[config.mk]
export PLATFORM = sky130hd
export DESIGN_NAME = tristate_bus_arbiter
export DESIGN_NICKNAME = d
export VERILOG_FILES = /design/src/rtl/tristate_bus_arbiter_pkg.sv /design/src/rtl/tristate_bus_arbiter_rr_pick.sv /design/src/rtl/tristate_bus_arbiter.sv
export SDC_FILE = /design/constraint.sdc
export NUM_CORES = 1
export LEC_CHECK = 0
export CORE_MARGIN = 1.5
export CORE_UTILIZATION = 35
export DETAILED_ROUTE_END_ITERATION = 12
export GPL_TIMING_DRIVEN = 0
export PLACE_DENSITY_LB_ADDON = 0.08
export SYNTH_ARGS = -nofsm -noshare
export SYNTH_HDL_FRONTEND = slang
export SYNTH_SLANG_ARGS = --single-unit
[constraint.sdc]
create_clock -name i_clock -period 4 [get_ports i_clock]
set_input_delay 0.6 -clock i_clock [delete_from_list [all_inputs] [get_ports i_clock]]
set_output_delay 0.6 -clock i_clock [all_outputs]
set_load 0.03 [all_outputs]
[src/rtl/tristate_bus_arbiter_pkg.sv]
// Shared FSM state encodings and id type for the tri-state bus arbiter.
// Purely declarative; no logic, latency or flow control lives here.
package tristate_bus_arbiter_pkg;

   localparam logic [1:0] ST_IDLE  = 2'd0;
   localparam logic [1:0] ST_GRANT = 2'd1;
   localparam logic [1:0] ST_TURN  = 2'd2;

   localparam int IdWidth = 3;
   typedef logic [IdWidth-1:0] port_id_t;

endpackage

[src/rtl/tristate_bus_arbiter_rr_pick.sv]
// Combinational round-robin search: first requester strictly after i_last_id, wrapping.
// Zero latency; no flow control, o_valid simply reflects any request.
module rr_priority_pick
   import tristate_bus_arbiter_pkg::*;
#(
   parameter int NrOfPorts = 4
)(
   input  logic [NrOfPorts-1:0] i_req,
   input  port_id_t             i_last_id,
   output logic                 o_valid,
   output port_id_t             o_winner_id
);

   logic [2*NrOfPorts-1:0] w_dbl;
   logic [NrOfPorts-1:0]   w_rot;
   logic [3:0]             w_start;
   logic [3:0]             w_sum;
   port_id_t               w_off;

   // Rotating a doubled copy puts the search start at bit 0.
   assign w_start = {1'b0, i_last_id} + 4'd1;
   assign w_dbl   = {i_req, i_req};
   assign w_rot   = NrOfPorts'(w_dbl >> w_start);

   always_comb begin
      w_off = '0;
      for (int j = NrOfPorts - 1; j >= 0; j--) begin
         if (w_rot[j]) w_off = port_id_t'(j);
      end
      w_sum = w_start + {1'b0, w_off};
      if (w_sum >= 4'(NrOfPorts)) w_sum = w_sum - 4'(NrOfPorts);
   end

   assign o_valid     = |i_req;
   assign o_winner_id = w_sum[IdWidth-1:0];

endmodule

[src/rtl/tristate_bus_arbiter.sv]
// Round-robin owner selection for a shared tri-state bus with a hold limit and turnaround cycle.
// Grant registered one cycle after request; owners are preempted after MaxHold cycles.
module tristate_bus_arbiter
   import tristate_bus_arbiter_pkg::*;
#(
   parameter int NrOfPorts = 4,
   parameter int MaxHold   = 16
)(
   input  logic                 i_clock,
   input  logic                 i_reset,
   input  logic [NrOfPorts-1:0] i_req,
   output logic [NrOfPorts-1:0] o_grant,
   output logic [2:0]           o_grant_id,
   output logic                 o_bus_busy,
   output logic                 o_timeout
);

   localparam logic [NrOfPorts-1:0] OneLsb  = NrOfPorts'(1);
   localparam logic [7:0]           HoldMax = 8'(MaxHold);
   localparam port_id_t             LastRst = port_id_t'(NrOfPorts - 1);

   logic [1:0]           r_state;
   logic [NrOfPorts-1:0] r_grant;
   port_id_t             r_grant_id;
   logic                 r_busy;
   logic                 r_timeout;
   logic [7:0]           r_hold_cnt;
   port_id_t             r_last_id;

   logic                 w_pick_vld;
   port_id_t             w_pick_id;
   logic                 w_owner_req;

   rr_priority_pick #(
      .NrOfPorts (NrOfPorts)
   ) u_pick (
      .i_req       (i_req),
      .i_last_id   (r_last_id),
      .o_valid     (w_pick_vld),
      .o_winner_id (w_pick_id)
   );

   // Masking by the one-hot grant avoids a variable-width index into i_req.
   assign w_owner_req = |(i_req & r_grant);

   always_ff @(posedge i_clock) begin
      if (i_reset) begin
         r_state    <= ST_IDLE;
         r_grant    <= '0;
         r_grant_id <= '0;
         r_busy     <= 1'b0;
         r_timeout  <= 1'b0;
         r_hold_cnt <= '0;
         r_last_id  <= LastRst;
      end else begin
         r_timeout <= 1'b0;
         case (r_state)
            ST_GRANT: begin
               if (!w_owner_req || r_hold_cnt == HoldMax) begin
                  r_state    <= ST_TURN;
                  r_grant    <= '0;
                  r_grant_id <= '0;
                  r_busy     <= 1'b0;
                  r_hold_cnt <= '0;
                  r_timeout  <= w_owner_req;
               end else begin
                  r_hold_cnt <= r_hold_cnt + 8'd1;
               end
            end
            default: begin
               if (w_pick_vld) begin
                  r_state    <= ST_GRANT;
                  r_grant    <= OneLsb << w_pick_id;
                  r_grant_id <= w_pick_id;
                  r_busy     <= 1'b1;
                  r_hold_cnt <= 8'd1;
                  r_last_id  <= w_pick_id;
               end else begin
                  r_state    <= ST_IDLE;
               end
            end
         endcase
      end
   end

   assign o_grant    = r_grant;
   assign o_grant_id = r_grant_id;
   assign o_bus_busy = r_busy;
   assign o_timeout  = r_timeout;

endmodule

==> flow_metrics.tcl, run 1 <==
set metrics [dict create \
    drc 0 \
    dp.cells 203 \
    ys_warn_count 0 \
    io_pins 15 \
    hpwl_um 2324 \
    period_share_pct 78.84 \
    wl_per_cell_um 14.73 \
    fin_hold_ws_ns 0.4791 \
    firstDrtPassIters 4 \
    end_kind "flop" \
    crit_family "compound AO/OA/AOI/OAI gates" \
    grt_overflow 0 \
    netlist_area_um2 1289 \
    drt_iter0_drc 76 \
    grtUsageTotal_pct 16.85 \
    crit_chain "clkdlybuf4s50_1, mux2i_1, a31oi_1, o22a_1, a311oi_1, ha_1, nor2b_1, o211a_1, or4_1, o2bb2ai_1" \
    post_cts_buffers 0 \
    ys_async_sr_fraction_pct 0 \
    start_kind "input pin" \
    synth_edf_count 0 \
    start_util_pct 37.44 \
    worstMarginPinSlew_ns 0.7290 \
    final_cells 207 \
    grt_antenna_before_repair 0 \
    hp-class "flop to flop" \
    power_leakage_nw 0.5779 \
    cts_buffers 3 \
    slew_headroom_pct 51.40 \
    netlist_instances 145 \
    routed_wl_um 3050 \
    utilization_pct 44.67 \
    post_cts_resized 0 \
    vias_per_cell 5.710 \
    layout_min_cycle_time_ns 3.154 \
    finish.net_count 173 \
    grt_max_degree 14 \
    worst_slack_ns 0.8464 \
    fmax_mhz 317.1 \
    syn-num-nets 156 \
    setup_viol 0 \
    floorplan.die.width_um 63.68 \
    critical_path_required_ns 4.19 \
    dr_total_vias 1182 \
    critPathBufInv 1 \
    critPathSlowestCell "clkdlybuf4s50_1" \
    status "complete, no violations" \
    cts_max_path_buffers 2 \
    cp_data_arrival_time_ns 3.34 \
    clock-root-buffer "clkbuf_8" \
    finalHoldViolations 0 \
    synth_ff_type "dfxtp_1" \
    clkSlewWorstSetupHoldPaths_ns 0.08 \
    pwr_density_cell_nw_per_um2 667.9 \
    die_area_um2 4055 \
    ctsHoldBuffers 0 \
    drv_cap 0 \
    cp_max_fo 7 \
    die_h_um 63.68 \
    h-tree-depth 1 \
    synthToLayoutAreaGrowth_pct 19.32 \
    ant_nets 0 \
    yosys.cell_types.count 49 \
    drive_above_1_share_pct 9.938 \
    port_buffers 12 \
    coreArea_um2 3442 \
    gp_congestion 0.7921 \
    max_stage_delay_ns 0.53 \
    path_class "input pin to flop" \
    grt_pass1_vias 1137 \
    grt_pass1_wl_um 5409 \
    cts.sinks 22 \
    finalClockSkew_ns 0.003154 \
    antenna_cells 0 \
    synth_seq_cells 22 \
    rsz0062_at_grt "no" \
    vdd_drop_max_uv 341.2 \
    ys_seq_area_share_pct 34.17 \
    clkLatencyLatePin_ns 0.26 \
    fp-row-count 21 \
    cts_tree "built" \
    timing.setup.tns_ns 0 \
    avgSynthCellArea_um2 8.888 \
    drv_slew 0 \
    dp_slack_ns 0.5944 \
]
## layout by cell type, fill, tap and decap left out, types with 2 or more instances in the layout
cell / count
dfxtp_1: 22
clkdlybuf4s50_1: 12
inv_1: 9
nand2_1: 8
nor2_1: 8
nand3_1: 8
o21ai_0: 7
nand2b_1: 5
nor3b_1: 5
nor2b_1: 4
a31oi_1: 4
a22o_1: 4
a21oi_1: 4
ha_1: 4
clkbuf_1: 3
a31o_2: 3
a22oi_1: 3
clkbuf_8: 3
buf_6: 2
o22ai_1: 2
and2_1: 2
o31ai_1: 2
mux2i_1: 2
a311oi_1: 2
a32o_1: 2
or4_1: 2
o2bb2ai_1: 2
and3_1: 2
o21a_1: 2
## Yosys cell counts, types with 3 or more instances
| library cell | count | area (um^2) |
|---|---|---|
| nor2b_1 | 4 | 25.02 |
| dfxtp_1 | 22 | 440.4 |
| ha_1 | 4 | 50.05 |
| nand2b_1 | 5 | 31.28 |
| a21oi_1 | 4 | 20.02 |
| nor3b_1 | 5 | 37.54 |
| a22o_1 | 4 | 35.03 |
| a31o_2 | 3 | 26.28 |
| inv_1 | 9 | 33.78 |
| nor2_1 | 8 | 30.03 |
| nand2_1 | 8 | 30.03 |
| clkbuf_1 | 3 | 11.26 |
| o21ai_0 | 7 | 35.03 |
| nand3_1 | 8 | 40.04 |
| a31oi_1 | 4 | 25.02 |
| a22oi_1 | 3 | 22.52 |
## layer usage
metal	track usage (%)	share of wire [%]
met2	28.95	46
met4	4.620	0.72
met3	3.750	2.8
met1	21.10	50
met5	0	0
## registers in the layout, indices dropped and copies added (netlist names)
name	cells
r_last_id	3
o_grant	4
o_bus_busy	1
o_grant_id	3
r_state	2
r_hold_cnt	8
o_timeout	1
## worst min-delay path: cells and delay by family, from the launching register on
kind | cells | cell delay, ns
flip-flops | 1 | 0.31
AO/OA/AOI/OAI | 2 | 0.12
## path summary, 6_finish.rpt
check	end	cells past startpoint	startpoint	slack (ns)
max reg2reg	o_grant[3]	10	r_last_id[0]	1.04
min	o_bus_busy	2	o_bus_busy	0.48
max	o_grant[3]	10	i_req[1]	0.85
min reg2reg	o_bus_busy	2	o_bus_busy	0.48
## cells by family after synthesis
kind of cell,count (synthesis),share of synthesized area (%)
compound gates,51,30.39
fa+ha+maj,5,5.437
buf+inv,15,5.825
flops,22,34.17
mux,3,2.427
simple gates,49,21.75
## per-stage QoR
stage | power [W] | cell area (um^2)
detailed placement | 0.0008269 | 1466
finish | 0.001027 | 1538
CTS | 0.001038 | 1538
global placement | 0.0008176 | 1466
global route | 0.001115 | 1538
floorplan | 0.0006784 | 1289
## final cells by class
| type | instances | area, um^2 |
|---|---|---|
| tap | 46 | 57.56 |
| multi-input combinational | 108 | 773.2 |
| timing repair buffer | 12 | 120.1 |
| clock inverter | 1 | 30.03 |
| inverter | 9 | 33.78 |
| sequential | 22 | 440.4 |
| clock buffer | 3 | 41.29 |
| buffer | 6 | 41.29 |
| fill | 343 | 1904 |
## power by group
part	internal, W	switching (W)	total (W)	leakage [nW]
Clock	0.000134	0.0000726	0.000206	0.0357
Sequential	0.000265	0.0000382	0.000303	0.180
Combinational	0.000218	0.000300	0.000518	0.362
Power figures use the tool's default switching activity.
==> inputs of run 2 (changes only) <==
clock period = 2.6 ns   (was 4 ns; I/O delays follow)
==> run 2 against run 1 <==
Compared with the run above: combinational power grew 88%; largest cell class unchanged; power grew 74%; cell count grew 1.4%; clock skew is essentially flat; register-to-register slack lost 1.0 ns; hold slack is essentially flat; highest routed layer unchanged; sequential cell count is the same.
==> flow_metrics.tcl, run 2 (synthesis results as in run 1) <==
set metrics [dict create \
    fp-row-count 21 \
    start_kind "flop" \
    drc 0 \
    cts_tree "built" \
    finish.net_count 176 \
    critPathSlowestCell "or4_4" \
    crit_chain "buf_8, and2_4, a32oi_1, o22ai_1, a31oi_1, ha_2, fa_2, inv_1, o211a_1, or4_4, o2bb2ai_2" \
    final_cell_mix "dfxtp_1, clkdlybuf4s50_1, nor2_1, nand3_1" \
    firstDrtPassIters 4 \
    antenna_cells 0 \
    grtUsageTotal_pct 17.42 \
    grt_max_degree 14 \
    timing.setup.tns_ns 0 \
    io_pins 15 \
    pwr_density_cell_nw_per_um2 1080 \
    status "complete, no violations" \
    max_stage_delay_ns 0.45 \
    dp.cells 203 \
    ff2ff_path_depth 11 \
    power_leakage_nw 0.6156 \
    dr_total_vias 1233 \
    cp_num_cells 11 \
    cp_max_fo 5 \
    largest-register "r_hold_cnt" \
    hold_start "o_bus_busy" \
    coreArea_um2 3442 \
    cts_buffers 3 \
    final_cells 210 \
    wl_per_cell_um 16.01 \
    drive_above_1_share_pct 24.39 \
    slew_headroom_pct 51.29 \
    largest_reg_flops 8 \
    drv_slew 0 \
    start_util_pct 37.44 \
    cts.sinks 22 \
    grt_antenna_before_repair 0 \
    hold_path_depth 2 \
    rsz0062_at_grt "yes" \
    floorplan.die.width_um 63.68 \
    critical_path_required_ns 2.80 \
    cts_max_path_buffers 2 \
    crit_start "r_last_id[0]" \
    clkSlewWorstSetupHoldPaths_ns 0.08 \
    clkLatencyLatePin_ns 0.26 \
    die_h_um 63.68 \
    finalClockSkew_ns 0.003339 \
    routed_wl_um 3362 \
    grt_pass1_vias 1180 \
    finalHoldViolations 0 \
    gp_congestion 0.7921 \
    ant_nets 0 \
    crit_family "compound AO/OA/AOI/OAI gates" \
    worstMarginPinSlew_ns 0.7307 \
    period_share_pct 99.25 \
    port_buffers 12 \
    final_common_cell "dfxtp_1" \
    h-tree-depth 1 \
    r2r-start "r_last_id[0]" \
    drt_iter0_drc 92 \
    hp-class "flop to flop" \
    drv_cap 0 \
    grt_pass1_wl_um 5575 \
    grt_overflow 0 \
    crit_end "o_grant[3]" \
    cp_data_arrival_time_ns 2.78 \
    end_kind "flop" \
    fmax_mhz 387.5 \
    setup_viol 0 \
    path_class "flop to flop" \
    layout_min_cycle_time_ns 2.581 \
    hpwl_um 2324 \
    die_area_um2 4055 \
    reg2reg_slack_ns 0.02 \
    timing.rr.end "o_grant[3]" \
    vdd_drop_max_uv 507.2 \
    vias_per_cell 5.871 \
    synthToLayoutAreaGrowth_pct 28.35 \
    clock-root-buffer "clkbuf_8" \
    critPathBufInv 2 \
]
## run 2: changes by cell type in the layout (fill, tap and decap cells not counted), sizes merged
cell           before  now
clkbuf              6    7
clkdlybuf4s50      12    9
dlygate4sd2         0    2
inv                 9    8
clkinvlp            0    1
buf                 3    6
## run 2: worst min path at each step
stage,slack [ns],to
3_5_place_dp,0.47,o_bus_busy
2_1_floorplan,0.47,r_hold_cnt[7]
3_3_place_gp,0.47,o_grant_id[2]
6_report,0.48,o_bus_busy
5_1_grt,0.52,o_bus_busy
4_1_cts,0.48,o_bus_busy
## run 2: power breakdown
group	switching, W	internal (W)	total, W	leakage (nW)
Clock	0.000111	0.000206	0.000316	0.0357
Sequential	0.0000784	0.000416	0.000495	0.181
Combinational	0.000534	0.000441	0.000975	0.399
Total	0.000723	0.00106	0.00179	0.616
## run 2: timing repair
action / CTS / global route
cloned: 1 / 0
buffers inserted: 1 / 1
gates resized for setup: 12 / 23
setup endpoints to repair: 7 / 6
hold buffers: 0 / 0
pin swaps: 2 / 3
## run 2: metrics by stage
step / total power [W] / setup WS [ns] / hold WS, ns / cell area [um^2] / utilization, %
2_1_floorplan: 0.001044 / 0.03829 / 0.4659 / 1289 / -
3_3_place_gp: 0.001258 / -0.5019 / 0.4742 / 1466 / 42.60
3_5_place_dp: 0.001272 / -0.5956 / 0.4694 / 1466 / 42.60
4_1_cts: 0.001666 / -0.004740 / 0.4817 / 1583 / 45.98
5_1_grt: 0.001920 / -0.09950 / 0.5219 / 1654 / 48.06
6_report: 0.001786 / 0.01939 / 0.4790 / 1654 / 48.06
## run 2: final cells by class
cell class                 count  area (um^2)
sequential                    22        449.2
inverter                       9        37.54
buffer                         6        52.55
clock inverter                 1        30.03
timing repair buffer          15        135.1
clock buffer                   3        41.29
multi-input combinational    108        850.8
tap                           46        57.56
fill                         337         1788
## run 2: per-layer routing
layer | share of wire [%] | vias to the layer above | wire, um | GRT usage, %
li1 | - | 595 | - | -
met1 | 47 | 598 | 1579 | 21.01
met2 | 48 | 34 | 1616 | 30.53
met3 | 3.1 | 6 | 105 | 3.929
met4 | 1.8 | 0 | 61 | 5.435
met5 | 0 | - | 0 | 0
## run 2: tightest hold or removal path, delay by kind of cell (launching register included)
kind,cells,cell delay [ns]
AOI/OAI and AO/OA,2,0.12
DFF,1,0.31
==> inputs of run 3 (changes only) <==
CORE_MARGIN = unset   (was 1.5)
CORE_UTILIZATION = 49   (was 35)
SKIP_CTS_REPAIR_TIMING = 1   (was unset)
==> run 3 against run 2 <==
Compared with the run above: worst setup slack got worse by 0.011 ns; final area decreased by 2.3%; clock skew increased by 0.012 ns; first-iteration DRC count decreased by 67%; highest routed layer unchanged.
==> flow_metrics.tcl, run 3 (synthesis results as in run 1) <==
set metrics [dict create \
    power_leakage_nw 0.6329 \
    routed_wl_um 3033 \
    end_kind "flop" \
    fp-row-count 18 \
    worst_slack_ns 0.008838 \
    hpwl_um 2249 \
    cts_max_path_buffers 2 \
    largest-register "r_hold_cnt" \
    path_class "flop to flop" \
    floorplan.die.width_um 53.29 \
    grt_pass1_wl_um 4802 \
    die_area_um2 2839 \
    drv_slew 0 \
    drv_cap 0 \
    port_buffers 12 \
    start_kind "flop" \
    antenna_cells 0 \
    drive_above_1_share_pct 17.68 \
    clkLatencyLatePin_ns 0.31 \
    io_pins 15 \
    vdd_drop_max_uv 745.9 \
    finish.net_count 176 \
    wl_per_cell_um 15.63 \
    clock-root-buffer "clkbuf_4" \
    start_util_pct 52.02 \
    grt_overflow 0 \
    status "complete, no violations" \
    use_met2_pct 39.38 \
    cp_max_fo 3 \
    max_stage_delay_ns 0.46 \
    finalClockSkew_ns 0.01570 \
    final_cell_mix "dfxtp_1, inv_1, clkdlybuf4s50_1" \
    timing.setup.tns_ns 0 \
    critPathSlowestCell "or4_4" \
    cp_data_arrival_time_ns 2.84 \
    grtUsageTotal_pct 23.06 \
    drc 0 \
    reg2reg_slack_ns 0.009 \
    clkSlewWorstSetupHoldPaths_ns 0.14 \
    hp-class "flop to flop" \
    cts_buffers 3 \
    h-tree-depth 1 \
    synthToLayoutAreaGrowth_pct 25.44 \
    pwr_density_cell_nw_per_um2 1037 \
    setup_viol 0 \
    crit_family "compound AO/OA/AOI/OAI gates" \
    dr_total_vias 1179 \
    coreArea_um2 2477 \
    grt_antenna_before_repair 0 \
    ant_nets 0 \
    firstDrtPassIters 4 \
    final_common_cell "dfxtp_1" \
    fill_cells 216 \
    gp_congestion 0.8217 \
    layout_min_cycle_time_ns 2.591 \
    cts.sinks 22 \
    met1_usage_pct 30.00 \
    slew_headroom_pct 54.70 \
    finalHoldViolations 0 \
    die_h_um 53.29 \
    busiest_layer "met2" \
    critPathBufInv 1 \
    vias_per_cell 6.077 \
    worstMarginPinSlew_ns 0.6795 \
    cts_tree "built" \
    period_share_pct 99.66 \
    drt_iter0_drc 30 \
    crit_chain "buf_12, mux2i_4, a2bb2oi_1, o22a_1, a311oi_2, ha_1, nor2b_1, o211a_1, or4_4, o2bb2ai_4" \
    largest_reg_flops 8 \
    dp_slack_ns -0.5413 \
    fmax_mhz 385.9 \
    grt_max_degree 14 \
    critical_path_required_ns 2.84 \
    rsz0062_at_grt "yes" \
    grt_pass1_vias 1063 \
    grt_use_met3_pct 4.310 \
]
[run 3: changes by cell type in the layout (fill, tap and decap cells not counted), sizes merged]
| cell | before | now |
|---|---|---|
| dlymetal6s2s | 0 | 3 |
| buf | 6 | 7 |
| clkinvlp | 1 | 0 |
| clkbuf | 7 | 5 |
| dlygate4sd2 | 2 | 0 |
| inv | 8 | 9 |
[run 3: per-layer routing]
| metal | up-vias | share of wire (%) |
|---|---|---|
| met1 | 556 | 49 |
| li1 | 593 | - |
| met5 | - | 0 |
| met3 | 4 | 4.4 |
| met4 | 0 | 0.56 |
| met2 | 26 | 46 |
[run 3: power breakdown]
| group | total, W | switching, W | internal, W |
|---|---|---|---|
| clock network | 0.000263 | 0.000107 | 0.000156 |
| logic | 0.000932 | 0.000514 | 0.000418 |
| registers | 0.000481 | 0.0000673 | 0.000413 |
[run 3: worst register-to-register path: cells and delay by family (launching register included)]
family          cells  cell delay, ns
compound gates      5            0.95
simple gates        2            0.60
flops               1            0.39
fa+ha+maj           1            0.26
mux                 1            0.22
buf+inv             1            0.10
[run 3: final cells by class]
cell class	instances	area (um^2)	area share (%)
buffer	6	48.80	3.019
clock inverter	1	30.03	1.858
tap	30	37.54	2.322
sequential	22	446.7	27.63
inverter	9	33.78	2.090
clock buffer	3	22.52	1.393
multi-input combinational	108	834.6	51.63
timing repair buffer	15	162.7	10.06
[run 3: final timing paths]
check | from | end | depth (start not counted)
worst min register to register | o_grant[3] | o_grant[3] | 1
worst max-delay path | r_last_id[0] | o_grant[1] | 10
worst max register to register | r_last_id[0] | o_grant[1] | 10
worst min-delay path | o_grant[3] | o_grant[3] | 1
[run 3: stage by stage]
step | cells | hold WS, ns | util [%] | total power, W | instance area [um^2]
final | 194 | 0.5057 | 65.25 | 0.001676 | 1617
after global routing | 194 | 0.5142 | 65.25 | 0.001789 | 1617
after CTS | 191 | 0.5105 | 60.51 | 0.001527 | 1499
after detailed placement | 187 | 0.4928 | 58.38 | 0.001270 | 1446
after global placement | 187 | 0.4670 | 58.38 | 0.001245 | 1446
after floorplan | 145 | 0.4659 | - | 0.001044 | 1289
